## src/rtl/wdt_reset_pkg.sv

```systemverilog
// Shared types and constants for the PIC16C57 reset/watchdog controller.
// State and reset-cause encodings, default sizes and the prescaler mask helper.
package wdt_reset_pkg;

    localparam int WDT_BASE_W_DEF = 8;
    localparam int RST_HOLD_DEF   = 4;
    localparam int MCLR_FILT_DEF  = 3;
    localparam int PRE_W          = 8;
    localparam int PS_W           = 3;

    typedef enum logic [1:0] {
        ST_RESET,
        ST_RUN,
        ST_SLEEP
    } state_e;

    typedef enum logic [1:0] {
        CAUSE_POR,
        CAUSE_MCLR,
        CAUSE_WDT
    } cause_e;

    // Prescaler bits that must all be set for a tick to become a timeout.
    function automatic logic [PRE_W-1:0] ps_mask(input logic [PS_W-1:0] ps);
        return (PRE_W'(1) << ps) - PRE_W'(1);
    endfunction

endpackage

```

## src/rtl/wdt_reset_ctrl_mclr_sync.sv

```systemverilog
// MCLR pin synchroniser with an optional low-pulse glitch filter.
// Build option: define MCLR_GLITCH_FILTER_EN to require MCLR_FILT consecutive low samples.
module wdt_reset_ctrl_mclr_sync
    import wdt_reset_pkg::*;
#(
    parameter int MCLR_FILT = MCLR_FILT_DEF
) (
    input  logic clk,
    input  logic rst_n,
    input  logic mclr_n_i,
    output logic mclr_sync_o
);

`ifdef MCLR_GLITCH_FILTER_EN
    localparam bit FILT_ON = 1'b1;
`else
    localparam bit FILT_ON = 1'b0;
`endif
    localparam int FILT_LEN = (FILT_ON && (MCLR_FILT > 1)) ? MCLR_FILT : 1;

    logic sync1_q;
    logic sync2_q;

    always_ff @(posedge clk) begin
        if (!rst_n) begin
            sync1_q <= 1'b1;
            sync2_q <= 1'b1;
        end else begin
            sync1_q <= mclr_n_i;
            sync2_q <= sync1_q;
        end
    end

    generate
        if (FILT_LEN > 1) begin : g_filt
            localparam int CW = $clog2(FILT_LEN + 1);
            logic [CW-1:0] low_cnt_q;

            // Counts earlier consecutive low samples; the current low sample completes the run.
            always_ff @(posedge clk) begin
                if (!rst_n) begin
                    low_cnt_q <= '0;
                end else if (sync2_q) begin
                    low_cnt_q <= '0;
                end else if (low_cnt_q != CW'(FILT_LEN)) begin
                    low_cnt_q <= low_cnt_q + CW'(1);
                end
            end

            assign mclr_sync_o = !sync2_q && (low_cnt_q >= CW'(FILT_LEN - 1));
        end else begin : g_pass
            assign mclr_sync_o = !sync2_q;
        end
    endgenerate

endmodule

```

## src/rtl/wdt_reset_ctrl.sv

```systemverilog
// Core reset sequencer and watchdog for the PIC16C57: reset causes, TO/PD strobes, sleep hold.
// Build option: MCLR_GLITCH_FILTER_EN enables the MCLR glitch filter in the synchroniser.
module wdt_reset_ctrl
    import wdt_reset_pkg::*;
#(
    parameter int WDT_BASE_W = WDT_BASE_W_DEF,
    parameter int RST_HOLD   = RST_HOLD_DEF,
    parameter int MCLR_FILT  = MCLR_FILT_DEF
) (
    input  logic            clk,
    input  logic            rst_n,
    input  logic            mclr_n,
    input  logic            wdt_en,
    input  logic            clrwdt,
    input  logic            sleep_inst,
    input  logic            psa,
    input  logic [PS_W-1:0] ps,
    output logic            core_rst_n,
    output logic            por,
    output logic            mclr_rst,
    output logic            wdt_timeout,
    output logic            load_to,
    output logic            set_to,
    output logic            load_pd,
    output logic            set_pd,
    output logic            sleeping
);

    localparam int                HOLD_W    = $clog2(RST_HOLD + 1);
    localparam logic [HOLD_W-1:0] HOLD_INIT = HOLD_W'(RST_HOLD);

    state_e                  state_q;
    logic [HOLD_W-1:0]       hold_q;
    logic [WDT_BASE_W-1:0]   base_q;
    logic [PRE_W-1:0]        pre_q;
    logic                    core_rst_n_q;
    logic                    por_q;
    logic                    mclr_rst_q;
    logic                    wdt_timeout_q;
    logic                    load_to_q;
    logic                    set_to_q;
    logic                    load_pd_q;
    logic                    set_pd_q;
    logic                    sleeping_q;

    logic                    mclr_sync;
    logic                    wdt_tick;
    logic                    pre_hit;
    logic                    wdt_expire;
    logic                    run_clear;
    logic                    rst_req;
    cause_e                  rst_cause;

    wdt_reset_ctrl_mclr_sync #(
        .MCLR_FILT (MCLR_FILT)
    ) u_mclr_sync (
        .clk         (clk),
        .rst_n       (rst_n),
        .mclr_n_i    (mclr_n),
        .mclr_sync_o (mclr_sync)
    );

    assign wdt_tick   = wdt_en && (base_q == '1);
    assign pre_hit    = ((pre_q & ps_mask(ps)) == ps_mask(ps));
    assign wdt_expire = wdt_tick && (!psa || pre_hit);
    // CLRWDT/SLEEP in RUN clear the counters, so they swallow a coincident timeout.
    assign run_clear  = (state_q == ST_RUN) && (sleep_inst || clrwdt);
    assign rst_req    = mclr_sync || (wdt_expire && !run_clear);
    assign rst_cause  = mclr_sync ? CAUSE_MCLR : CAUSE_WDT;

    always_ff @(posedge clk) begin
        if (!rst_n) begin
            state_q       <= ST_RESET;
            hold_q        <= HOLD_INIT;
            base_q        <= '0;
            pre_q         <= '0;
            core_rst_n_q  <= 1'b0;
            por_q         <= 1'b1;
            mclr_rst_q    <= 1'b0;
            wdt_timeout_q <= 1'b0;
            load_to_q     <= 1'b0;
            set_to_q      <= 1'b0;
            load_pd_q     <= 1'b0;
            set_pd_q      <= 1'b0;
            sleeping_q    <= 1'b0;
        end else begin
            load_to_q <= 1'b0;
            set_to_q  <= 1'b0;
            load_pd_q <= 1'b0;
            set_pd_q  <= 1'b0;
            case (state_q)
                ST_RESET: begin
                    base_q <= '0;
                    pre_q  <= '0;
                    if (mclr_sync) begin
                        hold_q <= HOLD_INIT;
                    end else if ((hold_q == HOLD_W'(1)) || (hold_q == '0)) begin
                        hold_q        <= '0;
                        state_q       <= ST_RUN;
                        core_rst_n_q  <= 1'b1;
                        por_q         <= 1'b0;
                        mclr_rst_q    <= 1'b0;
                        wdt_timeout_q <= 1'b0;
                    end else begin
                        hold_q <= hold_q - HOLD_W'(1);
                    end
                end
                ST_RUN, ST_SLEEP: begin
                    if (rst_req) begin
                        state_q       <= ST_RESET;
                        hold_q        <= HOLD_INIT;
                        base_q        <= '0;
                        pre_q         <= '0;
                        core_rst_n_q  <= 1'b0;
                        sleeping_q    <= 1'b0;
                        por_q         <= (rst_cause == CAUSE_POR);
                        mclr_rst_q    <= (rst_cause == CAUSE_MCLR);
                        wdt_timeout_q <= (rst_cause == CAUSE_WDT);
                    end else if ((state_q == ST_RUN) && sleep_inst) begin
                        state_q    <= ST_SLEEP;
                        base_q     <= '0;
                        pre_q      <= '0;
                        sleeping_q <= 1'b1;
                        load_to_q  <= 1'b1;
                        set_to_q   <= 1'b1;
                        load_pd_q  <= 1'b1;
                    end else if ((state_q == ST_RUN) && clrwdt) begin
                        base_q    <= '0;
                        pre_q     <= '0;
                        load_to_q <= 1'b1;
                        set_to_q  <= 1'b1;
                        load_pd_q <= 1'b1;
                        set_pd_q  <= 1'b1;
                    end else begin
                        if (wdt_en) begin
                            base_q <= base_q + WDT_BASE_W'(1);
                        end
                        if (wdt_tick && psa) begin
                            pre_q <= pre_q + PRE_W'(1);
                        end
                    end
                end
                default: begin
                    state_q      <= ST_RESET;
                    hold_q       <= HOLD_INIT;
                    core_rst_n_q <= 1'b0;
                    sleeping_q   <= 1'b0;
                end
            endcase
        end
    end

    assign core_rst_n  = core_rst_n_q;
    assign por         = por_q;
    assign mclr_rst    = mclr_rst_q;
    assign wdt_timeout = wdt_timeout_q;
    assign load_to     = load_to_q;
    assign set_to      = set_to_q;
    assign load_pd     = load_pd_q;
    assign set_pd      = set_pd_q;
    assign sleeping    = sleeping_q;

endmodule

```

## config.mk

```make
export PLATFORM = sky130hd
export DESIGN_NAME = wdt_reset_ctrl
export DESIGN_NICKNAME = d
export VERILOG_FILES = /design/src/rtl/wdt_reset_pkg.sv /design/src/rtl/wdt_reset_ctrl_mclr_sync.sv /design/src/rtl/wdt_reset_ctrl.sv
export SDC_FILE = /design/constraint.sdc
export NUM_CORES = 1
export LEC_CHECK = 0
export CAP_MARGIN = 20
export CORE_UTILIZATION = 45
export CTS_CLUSTER_DIAMETER = 60
export DETAILED_ROUTE_END_ITERATION = 8
export GPL_ROUTABILITY_DRIVEN = 0
export PLACE_DENSITY_LB_ADDON = 0.08
export SYNTH_ARGS = -nofsm -noshare
export SYNTH_HDL_FRONTEND = slang
export SYNTH_SLANG_ARGS = --single-unit
```

## constraint.sdc

```tcl
create_clock -name clk -period 3.17 [get_ports clk]
set_input_delay 0.4755 -clock clk [delete_from_list [all_inputs] [get_ports clk]]
set_output_delay 0.4755 -clock clk [all_outputs]
set_load 0.1 [all_outputs]
```

**Yosys cells after proc, flatten, opt, wreduce, memory -nomap -nowiden**

Index checks and enable logic that the tools add are counted.

- RAM bits: 0
- Output and inout port bits: 9
- Bits in latches: 0
- Memories: 0
- Register bits after elaboration: 30
- Input port bits: 10
- Memory bits (read-only): 0

- Shift-type cells: 1
- Magnitude comparators: 0
- Reduce and logical (&&, ||, !) cells: 27
- Multiply operators: 0
- Bitwise logic cells: 4
- Equality and inequality tests: 13
- Divide/modulo/power cells: 0
- Muxes and demuxes: 37
- Add/subtract/negate cells: 4

Operator list:

| cell | number |
|---|---|
| $mux W8 | 8 |
| $pmux W8 S2 | 2 |
| $add A8 B1 Y8 const B | 2 |
| $mux W1 | 12 |
| $mux W2 | 5 |
| $ne A5 B5 Y1 const B | 2 |
| $pmux W1 S2 | 5 |
| $mux W3 | 3 |
| $and A8 B8 Y8 | 1 |
| $eq A8 B8 Y1 | 1 |
| $eq A8 B8 Y1 const B | 1 |
| $shl A1 B3 Y8 const A | 1 |
| $sub A8 B2 Y8 const B | 1 |
| $logic_and A1 B1 Y1 | 7 |
| $pmux W3 S2 | 1 |
| $reduce_and A2 Y1 | 3 |
| $reduce_and A3 Y1 | 2 |
| $eq A2 B1 Y1 const B | 2 |
| $eq A2 B2 Y1 const B | 2 |
| $logic_not A2 Y1 | 2 |
| $logic_or A1 B1 Y1 | 4 |
| $ne A2 B2 Y1 const B | 2 |
| $pmux W2 S2 | 1 |
| $reduce_and A4 Y1 | 1 |
| other kinds (11) | 15 |

**Logic depth before layout (Yosys ltp)**

Gate-level depths: netlist of the first run.

- Depth in word-level cells: 10
- Mapped depth: 11
- Gate-level depth less buffers: 10

**Modules after synthesis**

A second synthesis of the first run with hierarchy kept.

- Cells, all modules: 217
- Area total of the unflattened synthesis: 1722.9 um2

Modules (own cells, without submodules):

| module | times used | area each (um2) | seq. area each (um2) | cells an instance |
|---|---|---|---|---|
| wdt_reset_ctrl | 1 | 1666.6 | 540.5 | 212 |
| wdt_reset_ctrl_mclr_sync | 1 | 56.3 | 40.0 | 5 |

**Worst setup path before layout of the first run**

No wires, ideal clock.

- Path kind: input port to flip-flop
- Start: input port ps[2]
- End: register pre_q[6]
- Data arrival time: 2.567 ns
- Stages: 8
- Setup slack: 0.532 ns
- Setup time: 0.070 ns
- Buffers on the path: 0
- Cell sequence: or3_4 ha_1 or3_1 a21oi_1 o21a_1 o21ai_2 or4_1 a21oi_1

- Cells in the longest elaborated chain, start to end: 10

RTL lines:

| what | RTL line | text |
|---|---|---|
| from (decl) | wdt_reset_ctrl.sv:17 | `input logic [PS_W-1:0] ps,` |
| $shl A1 B3 Y8 (*) | wdt_reset_pkg.sv:25 | `return (PRE_W'(1) << ps) - PRE_W'(1);` |
| $sub A8 B2 Y8 (*) | wdt_reset_pkg.sv:25 |  |
| $and A8 B8 Y8 | wdt_reset_ctrl.sv:64 | `assign pre_hit = ((pre_q & ps_mask(ps)) == ps_mask(ps));` |
| $eq A8 B8 Y1 (*) | wdt_reset_ctrl.sv:64 |  |
| $logic_or A1 B1 Y1 (*) | wdt_reset_ctrl.sv:65 | `assign wdt_expire = wdt_tick && (!psa \|\| pre_hit);` |
| $logic_and A1 B1 Y1 (*) | wdt_reset_ctrl.sv:65 |  |
| $logic_and A1 B1 Y1 (*) | wdt_reset_ctrl.sv:68 | `assign rst_req = mclr_sync \|\| (wdt_expire && !run_clear);` |
| $logic_or A1 B1 Y1 (*) | wdt_reset_ctrl.sv:68 |  |
| $ne A5 B5 Y1 (no line) / $mux W8 (equally long branches) | n/a |  |
| $reduce_and A2 Y1 (no line) / $pmux W8 S2 (equally long branches) | n/a |  |
| to (signal assigned) | wdt_reset_ctrl.sv:139 | `pre_q <= pre_q + PRE_W'(1);` |
| to (decl) | wdt_reset_ctrl.sv:35 | `logic [PRE_W-1:0] pre_q;` |

Mark *: on every way between the ends. The rest lies on a longest branch, timed or not.
A chain may end at the register's enable or synchronous reset.

**Worst setup path after layout of the first run**

- Start: input port ps[2]
- End: register por_q, in the netlist por

- Cells in the longest elaborated chain, start to end: 10

RTL lines:

| what | RTL line | text |
|---|---|---|
| $shl A1 B3 Y8 (*) | wdt_reset_pkg.sv:25 |  |
| $sub A8 B2 Y8 (*) | wdt_reset_pkg.sv:25 |  |
| $and A8 B8 Y8 | wdt_reset_ctrl.sv:64 |  |
| $eq A8 B8 Y1 (*) | wdt_reset_ctrl.sv:64 |  |
| $logic_or A1 B1 Y1 (*) | wdt_reset_ctrl.sv:65 |  |
| $logic_and A1 B1 Y1 (*) | wdt_reset_ctrl.sv:65 |  |
| $logic_and A1 B1 Y1 (*) | wdt_reset_ctrl.sv:68 |  |
| $logic_or A1 B1 Y1 (*) | wdt_reset_ctrl.sv:68 |  |
| $ne A2 B2 Y1 (no line) (*) | n/a |  |
| $reduce_and A4 Y1 (no line) (*) | n/a |  |
| to (signal assigned) | wdt_reset_ctrl.sv:116 | `por_q <= (rst_cause == CAUSE_POR);` |
| to (decl) | wdt_reset_ctrl.sv:37 | `logic por_q;` |

Marks and branches as above.

==> impl_metrics.toml, run 1 <==
[run_status]
status = "complete, no violations"

[logic_synthesis]
synth.net_count = 220
cell_variety_after_synth = 44
post_synth_main_area_contributors = "dfxtp_1, nand2_1, ha_1"
avgSynthCellArea_um2 = 7.96
synth.ff_latch_count = 29
sequential_cell_area_fraction_in_the_yosys_report_pct = 36.3
count_of_flip_flops_with_a_built_in_enable_after_synthesis = 0
synth_top_flop_cell = "dfxtp_1"
netlist.top_cell.by_area = "dfxtp_1"
ys_warn_count = 0
synth_area_um2 = 1600
synth_top_area_share_pct = 36.3
synthArstFlopShare_pct = 0
number_of_instances_in_the_synthesized_netlist = 201

[worst_setup_path]
rr_worst_depth = 9
worst_setup_path_start_kind = "primary input"
critPathKind = "primary input to register"
cp_slowest_cell = "clkdlybuf4s50_1"
cp.arrival_ps = 3170
timing.critical_path.from = "ps[2]"
critical_path_peak_fanout = 12
crit_chain = "clkdlybuf4s50_1 -> or3_4 -> ha_1 -> or3_1 -> a21oi_1 -> nor2_1 -> o22ai_1 -> a41o_1 -> buf_4 -> nor3_4 -> o21ai_0"
worst-path-buf-inv = 2
critPathMaxStageDelay_ps = 430
worst_setup_path_end_kind = "register"
critical_path.reg2reg.startpoint = "base_q[0]$_SDFFE_PN0P_"
cp_data_required_time_ps = 3420
path_delay_family = "simple AND/OR/NAND/NOR gates"
cp.depth = 11

[die]
die_area_um2 = 3800
fp.dieH_um = 61.6
initial_core_util_pct = 47.6
design.portCount = 19
std_cell_rows = 21
die_width_um = 61.6
core_um2 = 3360

[grt]
groute.layer.met1.usage_pct = 27.9
globalRoute.totalOverflow = 0
use_met3_pct = 5.67
gr-max-usage-layer = "met2"
grt_start_max_net_pins = 15
first_global_vias = 1274
globalRouteMet2Util_pct = 30.1
grt_first_pass_wirelength_um = 5600
grt_usage_pct = 20.3
antenna_violations_before_repair = 0

[drt]
dr_vias = 1501
drt_first_pass_iters = 4
antenna_violating_nets_post_route = 0
detailed_router_s_first_iteration_violation_count = 84
detail_route.vias_per_cell = 5.50
post-route-drc-count = 0
drt-wirelength-per-cell_um = 12.3
routed_wirelength_um = 3360

[min_path]
hold_path_depth = 1
hp-start = "u_mclr_sync.sync1_q$_SDFF_PN1_"
hold_path_class = "register to register"

[clock_tree]
cts_tree = "built"
buffers_inserted_during_post_cts_setup_optimization = 0
cts_max_path_buffers = 2
clock_h_tree_levels = 2
cts_resized = 0
clk_pin_slew_ps = 90
clock_insertion_delay_worst_skew_ps = 330
clockRootBuffer = "clkbuf_4"
ctsHoldBuffers = 0
tritoncts.num_buffers = 5
clock_sinks = 29

[placed_design]
number_of_placed_instances_with_taps_included = 265
dp_hpwl_um = 2450
io_buffer_count = 18
dpl_cell_area_um2 = 1850

[finish]
post_route_cells_drive_above_1_share_pct = 12.8
multiInputGateArea_um2 = 937
fillers = 352
num_antenna_cells = 0
layout-area-overhead-vs-synth_pct = 18.8
final_cells = 273
final_nets = 245
finish.instance_area_um2 = 1900
final-seq-area_um2 = 581

[sta]
max_slew_margin_pct = 35.3
fin_worst_hold_slack_ps = 426
grt_setup_unrepaired = "no"
final-max-slew-violation-count = 0
finalSetupViolations = 0
max_freq_mhz = 343
final_min_period_over_clock_period_pct = 92.0
fin_skew_ps = 12.8
tightestPinTransition_ps = 967
final.min_clock_period_ps = 2920
final_hold_viol_count = 0

[pwr]
sequentialPowerShare_pct = 37.9
worst_ir_drop_on_vdd_v = 0.000357
clkPwrFrac_pct = 19.2
power_switching_mw = 0.474
leakagePower_nw = 0.724
cellInternalPower_mw = 0.654
netSwitchingFraction_pct = 42.0
power_density_nw_per_um2 = 594
report.power.total_mw = 1.13
power.share.combinational_pct = 42.9

[run]
cap_viol_max_count = 0
==> worst register-to-register path, delay by kind of cell, from the launching register on <==
family / cells / cell delay, ps
compound gates: 3 / 550
fa+ha+maj: 1 / 210
buf+inv: 1 / 220
flops: 1 / 380
simple gates: 4 / 960
==> cells by family (layout without fill, tap and decap cells) <==
logic type | count (synthesis) | after routing | share of synthesized area, %
mux | 1 | 1 | 0.626
flops | 29 | 29 | 36.3
simple gates | 86 | 86 | 26.3
fa+ha+maj | 9 | 9 | 7.04
xor+xnor | 2 | 2 | 1.09
compound gates | 55 | 55 | 23.5
buf+inv | 19 | 45 | 5.16
==> Yosys cell counts, types with 2 or more instances <==
| library cell | count |
|---|---|
| o21ai_0 | 20 |
| dfxtp_1 | 29 |
| nand3_1 | 6 |
| o22ai_1 | 2 |
| nand2_1 | 31 |
| or3_1 | 4 |
| nor2_1 | 19 |
| a21oi_1 | 11 |
| nor2b_1 | 4 |
| nand4_1 | 3 |
| ha_1 | 9 |
| nor3_1 | 5 |
| clkbuf_1 | 6 |
| o221a_2 | 2 |
| nand3b_1 | 2 |
| inv_1 | 10 |
| a31oi_1 | 4 |
| buf_4 | 3 |
| and3_1 | 4 |
| nand2b_1 | 3 |
==> power groups by stage <==
stage	sequential, mW	clock, mW	combinational [mW]
after detailed placement	0.436	0	0.482
after global placement	0.434	0	0.469
after CTS	0.428	0.227	0.485
final	0.428	0.216	0.485
after floorplan	0.511	0	0.291
after global routing	0.435	0.245	0.535
==> final timing paths <==
kind	endpoint	slack (ps)
worst max-delay path	por$_SDFFE_PN1P_	250
worst min-delay path	u_mclr_sync.sync2_q$_SDFF_PN1_	430
worst max register to register	por$_SDFFE_PN1P_	700
worst min register to register	u_mclr_sync.sync2_q$_SDFF_PN1_	430
==> final cells by class <==
type / count / share of cell area (%)
multi-input combinational: 153 / 49.3
clock inverter: 2 / 0.526
sequential: 29 / 30.5
timing repair buffer: 27 / 12.5
tap: 46 / 3.03
clock buffer: 6 / 2.17
inverter: 10 / 1.97
==> cells in the final DEF, fill, tap and decap left out, types with 2 or more instances in the layout <==
| cell type | netlist | layout |
|---|---|---|
| nor3_1 | 5 | 5 |
| and3_1 | 4 | 4 |
| a21oi_1 | 11 | 11 |
| nand3b_1 | 2 | 2 |
| clkbuf_4 | 0 | 5 |
| inv_1 | 10 | 10 |
| o221a_2 | 2 | 2 |
| o21ai_0 | 20 | 20 |
| nor2b_1 | 4 | 4 |
| nand3_1 | 6 | 6 |
| clkdlybuf4s50_1 | 0 | 14 |
| or3_1 | 4 | 4 |
| nand4_1 | 3 | 3 |
| ha_1 | 9 | 9 |
| nor2_1 | 19 | 19 |
| nand2_1 | 31 | 31 |
| o22ai_1 | 2 | 2 |
| dfxtp_1 | 29 | 29 |
| buf_4 | 3 | 13 |
| nand2b_1 | 3 | 3 |
| a31oi_1 | 4 | 4 |
| clkinv_2 | 0 | 2 |
==> state kept, by name, summed over array words and instances (netlist names) <==
name / flops
base_q: 8
sleeping: 1
hold_q: 3
wdt_timeout: 1
mclr_rst: 1
set_pd: 1
pre_q: 7
core_rst_n: 1
por: 1
state_q: 2
load_pd: 1
u_mclr_sync.sync2_q: 1
u_mclr_sync.sync1_q: 1
==> per-stage QoR <==
step	TNS [ps]	setup WS, ps	util, %
CTS	0	280	56.5
finish	0	253	56.5
global route	0	65.7	56.5
global placement	0	38.8	55.0
floorplan	0	532	-
detailed placement	-96.0	-44.9	55.0
==> metal layers <==
metal,wire [µm],vias to the layer above
met5,0,-
met3,123,4
met4,42,0
met2,1500,29
li1,-,764
met1,1700,704
No activity file was read; power rests on OpenSTA's default activity.
==> inputs of run 2 (changes only) <==
- CAP_MARGIN: 20 -> 5
- CTS_BUF_LIST: not set -> sky130_fd_sc_hd__clkbuf_8
==> run 2 against run 1 <==
Compared with the run above: sequential power is essentially flat; die area is the same; non-clock buffer count is the same; via count is essentially flat; combinational power is essentially flat; setup slack lost 32 ps; worst hold slack lost 8.6 ps.
==> impl_metrics.toml, run 2 (synthesis gave the netlist of run 1 again) <==
[worst_setup_path]
rr_worst_depth = 9
reg_to_reg_end = "por$_SDFFE_PN1P_"
worst_setup_path_end_kind = "register"
cp_data_required_time_ps = 3380
crit_chain = "clkdlybuf4s50_1 -> or3_4 -> ha_1 -> or3_1 -> a21oi_1 -> nor2_1 -> o22ai_1 -> a41o_1 -> buf_4 -> nor3_4 -> o21ai_0"
critPathKind = "primary input to register"
critical_path.reg2reg.startpoint = "base_q[0]$_SDFFE_PN0P_"
cp.arrival_ps = 3150
critical_path_peak_fanout = 12
critPathMaxStageDelay_ps = 430
cp_slowest_cell = "clkdlybuf4s50_1"
worst_setup_path_start_kind = "primary input"
r2r_setup_slack_ps = 730

[drt]
routed_wirelength_um = 3380
post-route-drc-count = 0
antenna_violating_nets_post_route = 0
detail_route.vias_per_cell = 5.50
dr_vias = 1502
drt-wirelength-per-cell_um = 12.4
detailed_router_s_first_iteration_violation_count = 77
drt_first_pass_iters = 4

[finish]
top_reg_by_flops = "base_q"
layout_top_registers = "base_q: 8 flops, pre_q: 7 flops, hold_q: 3 flops"
post_route_cells_drive_above_1_share_pct = 12.8
finish.instance_area_um2 = 1930
final_nets = 245
fillers = 350
final_cells = 273
most-common-layout-cells = "nand2_1, dfxtp_1, o21ai_0"
layout-area-overhead-vs-synth_pct = 20.8
largest_reg_flops = 8
layout_commonest_cell = "nand2_1"
num_antenna_cells = 0

[sta]
fin_skew_ps = 7.14
grt_setup_unrepaired = "no"
fin_worst_hold_slack_ps = 418
finalSetupViolations = 0
tightestPinTransition_ps = 967
max_freq_mhz = 339
max_slew_margin_pct = 35.3
final_min_period_over_clock_period_pct = 93.0
final.min_clock_period_ps = 2950
final-max-slew-violation-count = 0
final_hold_viol_count = 0

[run]
cap_viol_max_count = 0

[placed_design]
io_buffer_count = 18
number_of_placed_instances_with_taps_included = 265
dp_hpwl_um = 2450
dpl_cell_area_um2 = 1850

[pwr]
leakagePower_nw = 0.741
power_density_nw_per_um2 = 622
worst_ir_drop_on_vdd_v = 0.000405

[grt]
grt_usage_pct = 20.7
grt_first_pass_wirelength_um = 5630
grt_start_max_net_pins = 15
globalRoute.totalOverflow = 0
first_global_vias = 1277
antenna_violations_before_repair = 0

[clock_tree]
cts_tree = "built"
clock_insertion_delay_worst_skew_ps = 280
tritoncts.num_buffers = 5
clock_h_tree_levels = 2
buffers_inserted_during_post_cts_setup_optimization = 0
ctsHoldBuffers = 0
clockRootBuffer = "clkbuf_8"
cts_resized = 0
clock_sinks = 29
clk_pin_slew_ps = 60
cts_max_path_buffers = 2

[die]
die_width_um = 61.6
fp.dieH_um = 61.6
design.portCount = 19
std_cell_rows = 21
die_area_um2 = 3800
core_um2 = 3360
initial_core_util_pct = 47.6

[run_status]
status = "complete, no violations"

[min_path]
hold_path_depth = 1
holdPathEnd = "u_mclr_sync.sync2_q$_SDFF_PN1_"
hp-start = "u_mclr_sync.sync1_q$_SDFF_PN1_"
hold_path_class = "register to register"
## run 2: changes by cell type in the layout (fill, tap and decap cells not counted)
cell / change
clkbuf_8: +5
clkbuf_4: -5
inv_1: +1
clkbuf_1: -1
## run 2: how the worst max path moves through the flow
stage | start | to | slack, ps | cells after the start
2_1_floorplan | ps[2] | pre_q[6]$_SDFFE_PN0P_ | 530 | 8
3_3_place_gp | ps[2] | por$_SDFFE_PN1P_ | 40 | 11
3_5_place_dp | ps[2] | por$_SDFFE_PN1P_ | -40 | 11
4_1_cts | ps[2] | por$_SDFFE_PN1P_ | 220 | 11
5_1_grt | ps[2] | por$_SDFFE_PN1P_ | 2 | 13
6_report | ps[2] | por$_SDFFE_PN1P_ | 220 | 11
## run 2: per-layer routing
layer  track usage (%)  vias up  routed length [µm]
li1                  -      764                   -
met1              27.5      702                1700
met2              30.6       31                1500
met3              5.04        5                 116
met4              12.1        0                  64
met5                 0        -                   0
## run 2: critical path: cells and delay by family
kind | cells | cell delay (ps)
and+or+nand+nor | 4 | 910
AOI/OAI and AO/OA | 4 | 860
buffers and inverters | 2 | 640
adders and majority gates | 1 | 260
## run 2: cell type report
cell class | instances | area [µm²] | area share, %
multi-input combinational | 153 | 937 | 48.5
sequential | 29 | 581 | 30.0
timing repair buffer | 27 | 238 | 12.3
clock buffer | 5 | 68.8 | 3.56
tap | 46 | 57.6 | 2.98
inverter | 10 | 37.5 | 1.94
clock inverter | 3 | 13.8 | 0.712
## run 2: stage by stage
step	worst slack [ps]	util, %	power (mW)	setup TNS (ps)
finish	221	57.5	1.20	0
global route	2.14	57.5	1.29	0
CTS	223	57.5	1.22	0
detailed placement	-44.9	55.0	0.919	-96.0
global placement	38.8	55.0	0.904	0
floorplan	532	-	0.802	0
## run 2: where the power goes
group	internal [mW]	switching, mW
clock	0.148	0.143
combinational	0.170	0.314
sequential	0.401	0.0272
total	0.719	0.484
==> inputs of run 3 (changes only) <==
- clock period: 3.17 -> 3.62 ns (I/O delays scaled with it)
==> run 3 against run 2 <==
Compared with the run above: first-iteration DRC count down 5.2%; setup slack better by 170 ps; flip-flop and latch count stayed put; sequential power shrank 12%; highest routed layer unchanged.
==> impl_metrics.toml, run 3 (synthesis gave the netlist of run 1 again) <==
[placed_design]
dp_hpwl_um = 2440
io_buffer_count = 18
dpl_worst_slack_ps = 126

[finish]
top_reg_by_flops = "base_q"
final_nets = 238
most-common-layout-cells = "nand2_1, dfxtp_1, o21ai_0"
post_route_cells_drive_above_1_share_pct = 7.27
fillers = 353
largest_reg_flops = 8
layout_top_registers = "base_q: 8 flops, pre_q: 7 flops, hold_q: 3 flops"
layout_commonest_cell = "nand2_1"
final_cell_utilization_of_the_core_pct = 56.1
num_antenna_cells = 0
layout-area-overhead-vs-synth_pct = 18.0

[clock_tree]
cts_resized = 0
cts_tree = "built"
clock_h_tree_levels = 2
ctsHoldBuffers = 0
tritoncts.num_buffers = 5
buffers_inserted_during_post_cts_setup_optimization = 0
clock_insertion_delay_worst_skew_ps = 280
cts_max_path_buffers = 2
clk_pin_slew_ps = 60
clockRootBuffer = "clkbuf_8"
clock_sinks = 29

[worst_setup_path]
critPathMaxStageDelay_ps = 510
critical_path.reg2reg.startpoint = "base_q[0]$_SDFFE_PN0P_"
cp_slowest_cell = "clkdlybuf4s50_1"
path_delay_family = "compound AO/OA/AOI/OAI gates"
cp.arrival_ps = 3400
critPathKind = "primary input to register"
worst_setup_path_start_kind = "primary input"
worst-path-buf-inv = 1
r2r_setup_slack_ps = 1200
critical_path_peak_fanout = 13
crit_chain = "clkdlybuf4s50_1 -> or3_4 -> ha_1 -> or3_1 -> a21oi_1 -> nor2_1 -> o22ai_1 -> a41o_1 -> nor2_1 -> o221a_2"
worst_setup_path_end_kind = "register"
critical_path.most_common_cell = "nor2_1"
cp_data_required_time_ps = 3790
reg_to_reg_end = "hold_q[1]$_SDFFE_PN0P_"
rr_worst_depth = 8

[sta]
final.min_clock_period_ps = 3230
final-max-slew-violation-count = 0
finalSetupViolations = 0
finalSetupTns_ps = 0
final_min_period_over_clock_period_pct = 89.3
max_freq_mhz = 309
max_slew_margin_pct = 34.5
tightestPinTransition_ps = 974
final_hold_viol_count = 0
fin_worst_hold_slack_ps = 413
layout_setup_ws_ps = 388
grt_setup_unrepaired = "no"
fin_skew_ps = 4.47

[min_path]
hold_path_class = "register to register"
holdPathEnd = "u_mclr_sync.sync2_q$_SDFF_PN1_"
hold_path_depth = 1
hp-start = "u_mclr_sync.sync1_q$_SDFF_PN1_"

[die]
std_cell_rows = 21
fp.dieH_um = 61.6
initial_core_util_pct = 47.6
core_um2 = 3360
design.portCount = 19
die_area_um2 = 3800
die_width_um = 61.6

[run_status]
status = "complete, no violations"

[grt]
use_met3_pct = 5.88
globalRouteMet2Util_pct = 31.6
globalRoute.totalOverflow = 0
grt_start_max_net_pins = 15
gr-max-usage-layer = "met2"
groute.layer.met1.usage_pct = 24.9
grt_first_pass_wirelength_um = 5440
grt_usage_pct = 19.9
antenna_violations_before_repair = 0
first_global_vias = 1253

[drt]
detail_route.vias_per_cell = 5.48
drt_first_pass_iters = 4
detailed_router_s_first_iteration_violation_count = 73
dr_vias = 1457
routed_wirelength_um = 3400
drt-wirelength-per-cell_um = 12.8
post-route-drc-count = 0
antenna_violating_nets_post_route = 0

[pwr]
leakagePower_nw = 0.703
report.power.total_mw = 1.03
power_density_nw_per_um2 = 543
worst_ir_drop_on_vdd_v = 0.000265

[run]
cap_viol_max_count = 0
-- run 3: worst reg2reg max path: stages (launching register included) --
cell and delay (ps):
dfxtp_1 360, ha_1 210, nand4_1 180, or3_1 450, nand4_1 120, o22ai_1 70, a41o_1 400, or3_1 420
a21oi_1 140
-- run 3: metrics by stage --
stage	instance area [µm²]	cells
3_3_place_gp	1810	258
4_1_cts	1890	266
6_report	1890	266
3_5_place_dp	1810	258
2_1_floorplan	1600	201
5_1_grt	1890	266
-- run 3: area by class of cell --
cell class / instances / area, µm² / area share (%)
flip-flops and latches: 29 / 581 / 30.7
clock buffers: 5 / 68.8 / 3.64
multi-input cells: 153 / 937 / 49.6
well taps: 46 / 57.6 / 3.05
inverters: 10 / 37.5 / 1.99
repair buffers: 20 / 195 / 10.3
clock inverters: 3 / 11.3 / 0.596
-- run 3: power by group --
part / internal, mW / total (mW) / switching, mW / leakage [nW]
clock network: 0.128 / 0.245 / 0.118 / 0.0519
logic: 0.133 / 0.404 / 0.271 / 0.416
registers: 0.351 / 0.376 / 0.0250 / 0.236
total: 0.612 / 1.03 / 0.414 / 0.703
-- run 3: worst max path at each step --
stage / from / endpoint / slack [ps] / cells after the start
finish: ps[1] / core_rst_n$_SDFFE_PN0P_ / 390 / 10
global route: ps[1] / core_rst_n$_SDFFE_PN0P_ / 250 / 10
CTS: ps[1] / core_rst_n$_SDFFE_PN0P_ / 430 / 10
detailed placement: ps[1] / core_rst_n$_SDFFE_PN0P_ / 130 / 10
global placement: ps[1] / core_rst_n$_SDFFE_PN0P_ / 230 / 10
floorplan: ps[2] / pre_q[6]$_SDFFE_PN0P_ / 910 / 8
-- run 3: metal layers --
layer | vias up | share of wire, %
met5 | - | 0
met2 | 32 | 44
met4 | 0 | 1.6
li1 | 750 | -
met1 | 669 | 51
met3 | 6 | 3.8
